### src/rtl/axil_mitm_pkg.sv
// -----------------------------------------------------------------------------
// axil_mitm_pkg
// Shared constants and helpers for the AXI4-lite write-channel MITM pipe.
//   RESP_OKAY / RESP_SLVERR : AXI response encodings
//   cnt_width()             : bits needed to hold 0..outstanding inclusive
// -----------------------------------------------------------------------------
package axil_mitm_pkg;

    localparam logic [1:0] RESP_OKAY   = 2'b00;
    localparam logic [1:0] RESP_SLVERR = 2'b10;

    function automatic int cnt_width(input int outstanding);
        return $clog2(outstanding + 1);
    endfunction

endpackage

### src/rtl/axil_mitm_fifo.sv
// -----------------------------------------------------------------------------
// axil_mitm_fifo
// Small synchronous FIFO with registered pointers and a fill counter.
// Read data is the current head entry (first-word fall-through).
//   clk, rst       : clock, synchronous active-high reset (pointers/count only)
//   push_i, data_i : write strobe and data (ignored while full)
//   pop_i          : read strobe (ignored while empty)
//   data_o         : head entry, meaningful only while !empty_o
//   full_o,empty_o : status flags
// -----------------------------------------------------------------------------
module axil_mitm_fifo #(
    parameter int WIDTH = 8,
    parameter int DEPTH = 4
) (
    input  logic             clk,
    input  logic             rst,
    input  logic             push_i,
    input  logic [WIDTH-1:0] data_i,
    input  logic             pop_i,
    output logic [WIDTH-1:0] data_o,
    output logic             full_o,
    output logic             empty_o
);

    localparam int PW = (DEPTH > 1) ? $clog2(DEPTH) : 1;
    localparam int CW = $clog2(DEPTH + 1);

    logic [WIDTH-1:0] mem_q [DEPTH];
    logic [PW-1:0]    wr_ptr_q, wr_ptr_d;
    logic [PW-1:0]    rd_ptr_q, rd_ptr_d;
    logic [CW-1:0]    cnt_q, cnt_d;
    logic             push_ok, pop_ok;

    // Pointers wrap explicitly so non-power-of-two depths stay correct too.
    function automatic logic [PW-1:0] ptr_inc(input logic [PW-1:0] p);
        return (p == PW'(DEPTH - 1)) ? '0 : p + PW'(1);
    endfunction

    assign full_o  = (cnt_q == CW'(DEPTH));
    assign empty_o = (cnt_q == '0);
    assign push_ok = push_i && !full_o;
    assign pop_ok  = pop_i && !empty_o;
    assign data_o  = mem_q[rd_ptr_q];

    always_comb begin
        wr_ptr_d = wr_ptr_q;
        rd_ptr_d = rd_ptr_q;
        cnt_d    = cnt_q;
        if (push_ok) wr_ptr_d = ptr_inc(wr_ptr_q);
        if (pop_ok)  rd_ptr_d = ptr_inc(rd_ptr_q);
        if (push_ok && !pop_ok)      cnt_d = cnt_q + CW'(1);
        else if (pop_ok && !push_ok) cnt_d = cnt_q - CW'(1);
    end

    always_ff @(posedge clk) begin
        if (rst) begin
            wr_ptr_q <= '0;
            rd_ptr_q <= '0;
            cnt_q    <= '0;
        end else begin
            wr_ptr_q <= wr_ptr_d;
            rd_ptr_q <= rd_ptr_d;
            cnt_q    <= cnt_d;
        end
    end

    // Storage is payload only; no reset needed.
    always_ff @(posedge clk) begin
        if (push_ok) mem_q[wr_ptr_q] <= data_i;
    end

endmodule

### src/rtl/axil_mitm_wr_pipe.sv
// -----------------------------------------------------------------------------
// axil_mitm_wr_pipe
// AXI4-lite write-channel man-in-the-middle. AW, W and B are each forwarded
// through one register stage with full throughput; AW and W are accepted
// independently, each limited to OUTSTANDING writes awaiting a response.
// Every completed write produces a one-cycle monitor record.
//   clk, rst          : clock, synchronous active-high reset
//   s_axil_aw*/w*/b*  : upstream (interconnect master) side
//   m_axil_aw*/w*/b*  : downstream (peripheral) side
//   mon_valid, mon_*  : monitor record {addr, prot, data, strb, resp}
// Optional build macro AXIL_MITM_WR_ERR_INJECT_EN adds inj_en/inj_addr: a
// response for a write whose address equals inj_addr is forced to SLVERR.
// -----------------------------------------------------------------------------
module axil_mitm_wr_pipe
    import axil_mitm_pkg::*;
#(
    parameter int ADDR_WIDTH  = 32,
    parameter int DATA_WIDTH  = 32,
    parameter int STRB_WIDTH  = DATA_WIDTH / 8,
    parameter int OUTSTANDING = 4
) (
    input  logic                  clk,
    input  logic                  rst,
    input  logic [ADDR_WIDTH-1:0] s_axil_awaddr,
    input  logic [2:0]            s_axil_awprot,
    input  logic                  s_axil_awvalid,
    output logic                  s_axil_awready,
    input  logic [DATA_WIDTH-1:0] s_axil_wdata,
    input  logic [STRB_WIDTH-1:0] s_axil_wstrb,
    input  logic                  s_axil_wvalid,
    output logic                  s_axil_wready,
    output logic [1:0]            s_axil_bresp,
    output logic                  s_axil_bvalid,
    input  logic                  s_axil_bready,
    output logic [ADDR_WIDTH-1:0] m_axil_awaddr,
    output logic [2:0]            m_axil_awprot,
    output logic                  m_axil_awvalid,
    input  logic                  m_axil_awready,
    output logic [DATA_WIDTH-1:0] m_axil_wdata,
    output logic [STRB_WIDTH-1:0] m_axil_wstrb,
    output logic                  m_axil_wvalid,
    input  logic                  m_axil_wready,
    input  logic [1:0]            m_axil_bresp,
    input  logic                  m_axil_bvalid,
    output logic                  m_axil_bready,
    output logic                  mon_valid,
    output logic [ADDR_WIDTH-1:0] mon_addr,
    output logic [2:0]            mon_prot,
    output logic [DATA_WIDTH-1:0] mon_data,
    output logic [STRB_WIDTH-1:0] mon_strb,
    output logic [1:0]            mon_resp
`ifdef AXIL_MITM_WR_ERR_INJECT_EN
    ,
    input  logic                  inj_en,
    input  logic [ADDR_WIDTH-1:0] inj_addr
`endif
);

    localparam int            CW      = cnt_width(OUTSTANDING);
    localparam logic [CW-1:0] CNT_MAX = CW'(OUTSTANDING);
    localparam int            AFW     = ADDR_WIDTH + 3;
    localparam int            DFW     = DATA_WIDTH + STRB_WIDTH;

    logic                  m_awvalid_q, m_wvalid_q, s_bvalid_q, mon_valid_q;
    logic [ADDR_WIDTH-1:0] m_awaddr_q, mon_addr_q;
    logic [2:0]            m_awprot_q, mon_prot_q;
    logic [DATA_WIDTH-1:0] m_wdata_q, mon_data_q;
    logic [STRB_WIDTH-1:0] m_wstrb_q, mon_strb_q;
    logic [1:0]            s_bresp_q, mon_resp_q;
    logic [CW-1:0]         aw_cnt_q, aw_cnt_d, w_cnt_q, w_cnt_d;

    logic           aw_hs, w_hs, m_b_hs, s_b_hs, mon_pop;
    logic [AFW-1:0] addr_head;
    logic [DFW-1:0] data_head;
    logic           addr_full, addr_empty, data_full, data_empty;
    logic [1:0]     b_resp_fwd;

    // Saturating up/down counter step; simultaneous inc and dec cancel.
    function automatic logic [CW-1:0] cnt_next(input logic [CW-1:0] c,
                                               input logic inc, input logic dec);
        logic [CW-1:0] r;
        r = c;
        if (inc && !dec && c != CNT_MAX)   r = c + CW'(1);
        else if (dec && !inc && c != '0)   r = c - CW'(1);
        return r;
    endfunction

    // Readies are held low while reset is asserted.
    assign s_axil_awready = !rst && (!m_awvalid_q || m_axil_awready) && (aw_cnt_q < CNT_MAX);
    assign s_axil_wready  = !rst && (!m_wvalid_q || m_axil_wready) && (w_cnt_q < CNT_MAX);
    assign m_axil_bready  = !rst && (!s_bvalid_q || s_axil_bready);

    assign aw_hs   = s_axil_awvalid && s_axil_awready;
    assign w_hs    = s_axil_wvalid && s_axil_wready;
    assign m_b_hs  = m_axil_bvalid && m_axil_bready;
    assign s_b_hs  = s_bvalid_q && s_axil_bready;
    // A response with no recorded request is forwarded but not monitored.
    assign mon_pop = m_b_hs && !addr_empty && !data_empty;

    assign aw_cnt_d = cnt_next(aw_cnt_q, aw_hs, s_b_hs);
    assign w_cnt_d  = cnt_next(w_cnt_q, w_hs, s_b_hs);

`ifdef AXIL_MITM_WR_ERR_INJECT_EN
    assign b_resp_fwd = (inj_en && !addr_empty && addr_head[ADDR_WIDTH-1:0] == inj_addr)
                        ? RESP_SLVERR : m_axil_bresp;
`else
    assign b_resp_fwd = m_axil_bresp;
`endif

    // The full guards are redundant with the counter gating on the readies.
    axil_mitm_fifo #(.WIDTH(AFW), .DEPTH(OUTSTANDING)) u_addr_fifo (
        .clk     (clk),
        .rst     (rst),
        .push_i  (aw_hs && !addr_full),
        .data_i  ({s_axil_awprot, s_axil_awaddr}),
        .pop_i   (mon_pop),
        .data_o  (addr_head),
        .full_o  (addr_full),
        .empty_o (addr_empty)
    );

    axil_mitm_fifo #(.WIDTH(DFW), .DEPTH(OUTSTANDING)) u_data_fifo (
        .clk     (clk),
        .rst     (rst),
        .push_i  (w_hs && !data_full),
        .data_i  ({s_axil_wstrb, s_axil_wdata}),
        .pop_i   (mon_pop),
        .data_o  (data_head),
        .full_o  (data_full),
        .empty_o (data_empty)
    );

    always_ff @(posedge clk) begin
        if (rst) begin
            m_awvalid_q <= 1'b0;
            m_wvalid_q  <= 1'b0;
            s_bvalid_q  <= 1'b0;
            mon_valid_q <= 1'b0;
            aw_cnt_q    <= '0;
            w_cnt_q     <= '0;
        end else begin
            if (aw_hs)               m_awvalid_q <= 1'b1;
            else if (m_axil_awready) m_awvalid_q <= 1'b0;
            if (w_hs)                m_wvalid_q  <= 1'b1;
            else if (m_axil_wready)  m_wvalid_q  <= 1'b0;
            if (m_b_hs)              s_bvalid_q  <= 1'b1;
            else if (s_axil_bready)  s_bvalid_q  <= 1'b0;
            mon_valid_q <= mon_pop;
            aw_cnt_q    <= aw_cnt_d;
            w_cnt_q     <= w_cnt_d;
        end
    end

    always_ff @(posedge clk) begin
        if (aw_hs) begin
            m_awaddr_q <= s_axil_awaddr;
            m_awprot_q <= s_axil_awprot;
        end
        if (w_hs) begin
            m_wdata_q <= s_axil_wdata;
            m_wstrb_q <= s_axil_wstrb;
        end
        if (m_b_hs) s_bresp_q <= b_resp_fwd;
        if (mon_pop) begin
            mon_addr_q <= addr_head[ADDR_WIDTH-1:0];
            mon_prot_q <= addr_head[AFW-1:ADDR_WIDTH];
            mon_data_q <= data_head[DATA_WIDTH-1:0];
            mon_strb_q <= data_head[DFW-1:DATA_WIDTH];
            mon_resp_q <= b_resp_fwd;
        end
    end

    assign m_axil_awvalid = m_awvalid_q;
    assign m_axil_awaddr  = m_awaddr_q;
    assign m_axil_awprot  = m_awprot_q;
    assign m_axil_wvalid  = m_wvalid_q;
    assign m_axil_wdata   = m_wdata_q;
    assign m_axil_wstrb   = m_wstrb_q;
    assign s_axil_bvalid  = s_bvalid_q;
    assign s_axil_bresp   = s_bresp_q;
    assign mon_valid      = mon_valid_q;
    assign mon_addr       = mon_addr_q;
    assign mon_prot       = mon_prot_q;
    assign mon_data       = mon_data_q;
    assign mon_strb       = mon_strb_q;
    assign mon_resp       = mon_resp_q;

endmodule

### config.mk
export PLATFORM = sky130hd
export DESIGN_NAME = axil_mitm_wr_pipe
export DESIGN_NICKNAME = d
export VERILOG_FILES = /design/src/rtl/axil_mitm_pkg.sv /design/src/rtl/axil_mitm_fifo.sv /design/src/rtl/axil_mitm_wr_pipe.sv
export SDC_FILE = /design/constraint.sdc
export NUM_CORES = 1
export LEC_CHECK = 0
export ABC_AREA = 1
export BUFFER_PORTS_ARGS = -buffer_cell sky130_fd_sc_hd__buf_2
export CORE_AREA = 5 5 255 195
export CTS_CLUSTER_SIZE = 20
export DETAILED_ROUTE_END_ITERATION = 16
export DIE_AREA = 0 0 260 200
export GPL_TIMING_DRIVEN = 0
export PLACE_DENSITY = 0.61
export SYNTH_ARGS = -nofsm -noshare
export SYNTH_HDL_FRONTEND = slang
export SYNTH_SLANG_ARGS = --single-unit
### constraint.sdc
create_clock -name clk -period 8.54 [get_ports clk]
set_input_delay 1.281 -clock clk [delete_from_list [all_inputs] [get_ports clk]]
set_output_delay 1.281 -clock clk [all_outputs]
set_load 0.005 [all_outputs]
; ---- Word-level counts from Yosys, hierarchy flattened
; Memory sizes are Yosys's and may differ from the RTL's. A register that Yosys moved wholly into a read port is not among the register bits.
; Cells that the tools add are included.
[classes]
addsub = 12
order_cmp = 2
n_eq_ne = 8
mux = 22
reduce_logical = 58
[op_table]
columns = op, count
row1 = $logic_and 1x1->1, 29
row2 = $mux 3, 8
row3 = $logic_not 1->1, 15
row4 = $reduce_bool 2->1, 7
row5 = $add 3x1->3 const B, 4
row6 = $sub 3x1->3 const B, 4
row7 = $mux 1, 10
row8 = $add 2x1->2 const B, 4
row9 = $eq 2x2->1 const B, 4
row10 = $mux 2, 4
row11 = $eq 3x3->1 const B, 2
row12 = $logic_not 3->1, 2
row13 = $lt 3x3->1 const B, 2
row14 = $ne 3x3->1 const B, 2
row15 = $reduce_bool 3->1, 2
row16 = $logic_or 1x1->1, 3
[totals]
reg_bits = 99
ramBits = 284
word_cells = 122
n_memories = 2
[memory_table]
columns = memory, words, width, rd, rd_clocked_by_memory_dff, wr, line
row1 = u_data_fifo.mem_q, 4, 36, 1, 1, 1, axil_mitm_fifo.sv:28  ; logic [WIDTH-1:0] mem_q [DEPTH];
row2 = u_addr_fifo.mem_q, 4, 35, 1, 1, 1, axil_mitm_fifo.sv:28

; ---- Depth between registers and ports, before layout
[logic_depth]
word_depth = 11
depth_mapped = 14
mapped_depth_nobuf = 13

; ---- Hierarchy
; Synthesis repeated with hierarchy kept, for this count alone.
[hier_totals]
cells_unflattened = 1055
hier_area_um2 = 16574.6
[modules_own_cells]
columns = mod, instances, cells_per_inst, area_each_um2, seq_area_each_um2
row1 = axil_mitm_fifo at u_data_fifo, 1, 419, 5871.9, 4504.3
row2 = axil_mitm_fifo at u_addr_fifo, 1, 409, 5681.7, 4384.2
row3 = axil_mitm_wr_pipe, 1, 227, 5021.1, 4584.4

; ---- Worst setup path before layout
; No wires, ideal clock.
[synth_timing]
path_type = input to register
startpoint = input rst
endpoint = memory u_data_fifo.mem_q[0][0] (netlist bit), enable pin
setup_time_ns = 0.429
arrival_time_ns = 3.831
setup_slack_ns = 4.280
cell_stages = 6
path_cell_list = buf_6 > inv_4 > nand4_2 > inv_2 > o21ai_2 > nor2_1
[synth_between]
elab_chain_len = 8
[synth_lines]
columns = element, line
row1 = start: declaration, axil_mitm_wr_pipe.sv:23  ; input logic rst,
row2 = $logic_not 1->1, axil_mitm_wr_pipe.sv:90  ; assign s_axil_wready = !rst && (!m_wvalid_q || m_axil_wready) && (w_cnt_q < CNT_MAX);
row3 = $logic_and 1x1->1 (2 in a row), axil_mitm_wr_pipe.sv:90
row4 = $logic_and 1x1->1, axil_mitm_wr_pipe.sv:94  ; assign w_hs = s_axil_wvalid && s_axil_wready;
row5 = net w_hs, axil_mitm_wr_pipe.sv:72  ; logic aw_hs, w_hs, m_b_hs, s_b_hs, mon_pop;
row6 = $logic_and 1x1->1, axil_mitm_wr_pipe.sv:125  ; .push_i (w_hs && !data_full),
row7 = $logic_and 1x1->1, axil_mitm_fifo.sv:41  ; assign push_ok = push_i && !full_o;
row8 = $mux 1, axil_mitm_fifo.sv:69  ; if (push_ok) mem_q[wr_ptr_q] <= data_i;
row9 = $mux 1 (implied by the code), axil_mitm_fifo.sv:69
row10 = end: declaration, axil_mitm_fifo.sv:28
; The timed path passes the listed nets, and every way through them passes these cells.

; ---- Final worst setup path
[layout_timing]
startpoint = input m_axil_wready
endpoint = register u_data_fifo.cnt_q[2]
[layout_between]
elab_chain_len = 9
elab_cells_between_ends = 11
classes_between = mux: 1 / reduce/logical: 10
[layout_lines]
columns = element, line
row1 = start: declaration, axil_mitm_wr_pipe.sv:42  ; input logic m_axil_wready,
row2 = $logic_or 1x1->1 (*), axil_mitm_wr_pipe.sv:90
row3 = $logic_and 1x1->1 (*) (2 in a row), axil_mitm_wr_pipe.sv:90
row4 = $logic_and 1x1->1 (*), axil_mitm_wr_pipe.sv:94
row5 = net w_hs, axil_mitm_wr_pipe.sv:72
row6 = $logic_and 1x1->1 (*), axil_mitm_wr_pipe.sv:125
row7 = $logic_and 1x1->1 (*), axil_mitm_fifo.sv:41
row8 = net u_data_fifo.push_ok, axil_mitm_fifo.sv:32  ; logic push_ok, pop_ok;
row9 = $logic_not 1->1, axil_mitm_fifo.sv:52  ; else if (pop_ok && !push_ok) cnt_d = cnt_q - CW'(1);
row10 = $logic_and 1x1->1, axil_mitm_fifo.sv:52
row11 = $reduce_bool 2->1 (no source line), --
row12 = end signal: assignment, axil_mitm_fifo.sv:63  ; cnt_q <= cnt_d;
row13 = end: declaration, axil_mitm_fifo.sv:31  ; logic [CW-1:0] cnt_q, cnt_d;
; Mark *: on every way through the listed nets, which the timed path passes. The rest lies on a longest branch.
; A chain may end at the register's enable or synchronous reset.

==> results_dict.tcl <==
set metrics [dict create \
    maxUsedRoutingLayer "met4" \
    worst_slew_margin_rel_pct 24.5 \
    critPathMaxFanout 39 \
    drcViolationCount 0 \
    clk_transition_reported_paths_ns 0.06 \
    cts_root_buf "sky130_fd_sc_hd__clkbuf_16" \
    final_cell_count_no_fill 1982 \
    detailed_place_hpwl_um 24200 \
    post_synthesis_area_per_instance_um2 16.0 \
    clock_skew_ns 0.0215 \
    synthArstFlopShare_pct 0 \
    dp.cells 1896 \
    setup_viol_count_final 0 \
    maxCapViolations 0 \
    route.antenna.remaining_nets 0 \
    postSynthRegisterBits 454 \
    detail_route.wirelength_um 37200 \
    cells_along_the_critical_path "buf_2 -> inv_1 -> nand2_1 -> nand4_2 -> inv_2 -> o21ai_2 -> inv_1 -> ha_1 -> inv_1 -> fa_1 -> a21oi_1 -> o21ai_0 -> o21ai_0 -> a21oi_1" \
    max_freq_mhz 272 \
    die-area_mm2 0.0520 \
    area_delta_synth_final_pct 22.4 \
    biggest_cell_delay_along_the_critical_path_ns 0.82 \
    cp.buffers_inverters 5 \
    critical_setup_path_class "input port to register" \
    final_design_area_no_fill_mm2 0.0199 \
    netlist_area_mm2 0.0162 \
    dr_wl_met2_um 17600 \
    via_count_of_the_first_global_routing_pass 9685 \
    synth.net_count 1113 \
    arrival_ns 4.12 \
    synth_enable_flop_cells 430 \
    floorplan.rows 69 \
    post-route-period-util_pct 43.1 \
    yosys.cell_count.top_type "sky130_fd_sc_hd__edfxtp_1" \
    dr_total_vias 9449 \
    floorplan.initialDensity_pct 34.6 \
    power_density_mw_per_mm2 243 \
    slew_viol_final 0 \
    placement.cell_area_mm2 0.0185 \
    post_drt_via_cell_ratio 4.77 \
    post-layout-total-power_mw 4.83 \
    main_combinational_cell_family_by_area_after_synthesis "compound AO/OA/AOI/OAI gates" \
    clock_tree_from_tritoncts "done" \
    dp_worst_setup_slack_ns 4.38 \
    numCtsBuffers 46 \
    drtPass1Iterations 5 \
    synth-compound-area-share_pct 8.71 \
    layout_min_cycle_time_ns 3.68 \
    finalSetupTns_ns 0 \
    grt_pass1_wl_um 56400 \
    synth.yosys.warnings 0 \
    postCtsSetupRepairBufs 0 \
    critical-path-slowest-cell "sky130_fd_sc_hd__inv_2" \
    ys_top_cells_by_count "sky130_fd_sc_hd__edfxtp_1 (430), sky130_fd_sc_hd__nor2_1 (165), sky130_fd_sc_hd__o21ai_0 (154), sky130_fd_sc_hd__o22ai_1 (71)" \
    static-leakage-power_nw 6.96 \
    finalHoldViolations 0 \
    cts_buffer_depth 3 \
    holdCritPathClass "register to register" \
    post_drt_wl_per_cell_um 18.8 \
    max_slew.worst_pin.slew_ns 1.13 \
    place.gp.congestion 0.737 \
    detailed_routed_wire_length_on_met3_um 2080 \
    postCtsResizedCells 0 \
    synthCells 1016 \
    part_of_the_yosys_area_used_for_sequential_elements_pct 82.5 \
    port-buffer-count 232 \
    total_area_of_multi_input_combinational_cells_mm2 0.00253 \
    seqCellArea_mm2 0.0134 \
    grt_setup_unrepaired "false" \
    io-pin-count 234 \
    total_routed_wire_length_on_the_met1_layer_um 16800 \
    fill_cells 4190 \
    netlist-cell-type-count 32 \
    worst_ir_drop_on_vdd_v 0.000129 \
    hold-worst-slack_ns 0.499 \
    cp-end-kind "register" \
    clk-insertion-delay-late_ns 0.57 \
    cts.htree.levels 2 \
    ys_top_cells_by_area "sky130_fd_sc_hd__edfxtp_1 (80%), sky130_fd_sc_hd__o21ai_0 (4.7%), sky130_fd_sc_hd__nor2_1 (3.8%)" \
    timing.final.ws_setup_ns 4.86 \
    synth-xor-area-share_pct 0.0539 \
    proportion_of_layout_cells_with_a_drive_suffix_above_1_pct 25.5 \
    critPathLaunchType "input port" \
    layout.nets 1402 \
    floorplan.die.width_um 260 \
    clkSinkCount 454 \
    antenna-diode-count 0 \
    path_common_cell "sky130_fd_sc_hd__inv_1" \
    cell_accounting_for_the_most_synthesized_area "sky130_fd_sc_hd__edfxtp_1" \
    postCtsHoldBufs 0 \
    post_synth_and_or_nand_nor_area_fraction_pct 5.06 \
    yosys.area_share.adder_pct 1.42 \
    antenna_found_initial 0 \
    chipHeight_um 200 \
    grt_max_degree 41 \
    core-area_mm2 0.0469 \
    overflow 0 \
    netlist.area_leader.share_pct 79.5 \
    finish.utilization_pct 42.4 \
    post_synth_mux_area_share_pct 0 \
    drt_initial_violations 756 \
    cell_type_group_with_the_largest_total_delay_on_the_critical_path "buffers and inverters" \
    run_status "finished, final reports clean" \
    cp_data_required_time_ns 8.98 \
    synth_top_flop_cell "sky130_fd_sc_hd__edfxtp_1" \
    grt_util_all_layers_pct 14.0 \
]
[layer usage]
| layer | vias up | global-route usage, % |
|---|---|---|
| li1 | 4400 | - |
| met1 | 4732 | 19.9 |
| met2 | 269 | 22.4 |
| met3 | 48 | 2.53 |
| met4 | 0 | 4.01 |
| met5 | - | 0 |
[path summary, 6_finish.rpt]
check / from / to / slack [ns] / cells after the start
max: m_axil_wready / u_data_fifo.cnt_q[2] / 4.86 / 14
min: u_data_fifo.cnt_q[1] / u_data_fifo.cnt_q[1] / 0.50 / 2
max reg2reg: w_cnt_q[2] / u_data_fifo.cnt_q[2] / 5.31 / 12
min reg2reg: u_data_fifo.cnt_q[1] / u_data_fifo.cnt_q[1] / 0.50 / 2
[cells in the final DEF (no fill, tap or decap), drive strengths merged]
cell type,instances
dfxtp,24
bufinv,2
nand2,18
nand3,10
buf,252
a21boi,1
a21o,1
nor2,168
clkinv,15
edfxtp,430
clkinvlp,2
ha,12
o22ai,71
fa,4
xor2,1
inv,44
nand4,3
a21oi,22
or2,1
o21ai,162
clkbuf,100
[where the power goes]
group	leakage, nW	total [mW]	switching, mW	internal, mW
logic	2.17	0.361	0.245	0.116
registers	4.11	2.58	0.0287	2.55
clock network	0.679	1.89	0.816	1.07
[tightest hold or removal path: cells and delay by family (launching register included)]
kind | cells | cell delay (ns)
AO/OA/AOI/OAI | 1 | 0.06
buffers and inverters | 1 | 0.07
flip-flops | 1 | 0.32
[final cells by class]
cell class                 count  share of cell area [%]
sequential                   454                    67.4
multi-input combinational    474                    12.7
timing repair buffer         241                    6.86
clock buffer                  64                    6.18
tap                          639                    4.02
buffer                        47                    1.06
clock inverter                22                   0.938
inverter                      41                   0.799
[state kept, by name (all words and copies together) (netlist names), 2 cells and up]
| name | cells |
|---|---|
| mon_resp | 2 |
| m_axil_wstrb | 4 |
| aw_cnt_q | 3 |
| m_axil_wdata | 32 |
| u_addr_fifo.cnt_q | 3 |
| u_data_fifo.mem_q | 144 |
| u_data_fifo.rd_ptr_q | 2 |
| mon_addr | 32 |
| s_axil_bresp | 2 |
| u_addr_fifo.rd_ptr_q | 2 |
| u_data_fifo.cnt_q | 3 |
| mon_prot | 3 |
| u_addr_fifo.mem_q | 140 |
| m_axil_awprot | 3 |
| u_data_fifo.wr_ptr_q | 2 |
| mon_strb | 4 |
| w_cnt_q | 3 |
| m_axil_awaddr | 32 |
| mon_data | 32 |
| u_addr_fifo.wr_ptr_q | 2 |
[logic make-up after synthesis]
group | Yosys count
AOI/OAI and AO/OA | 257
and+or+nand+nor | 200
buffers and inverters | 88
xor gates and xnor gates | 1
adders and majority gates | 16
DFF | 454
Power figures use the tool's default switching activity.
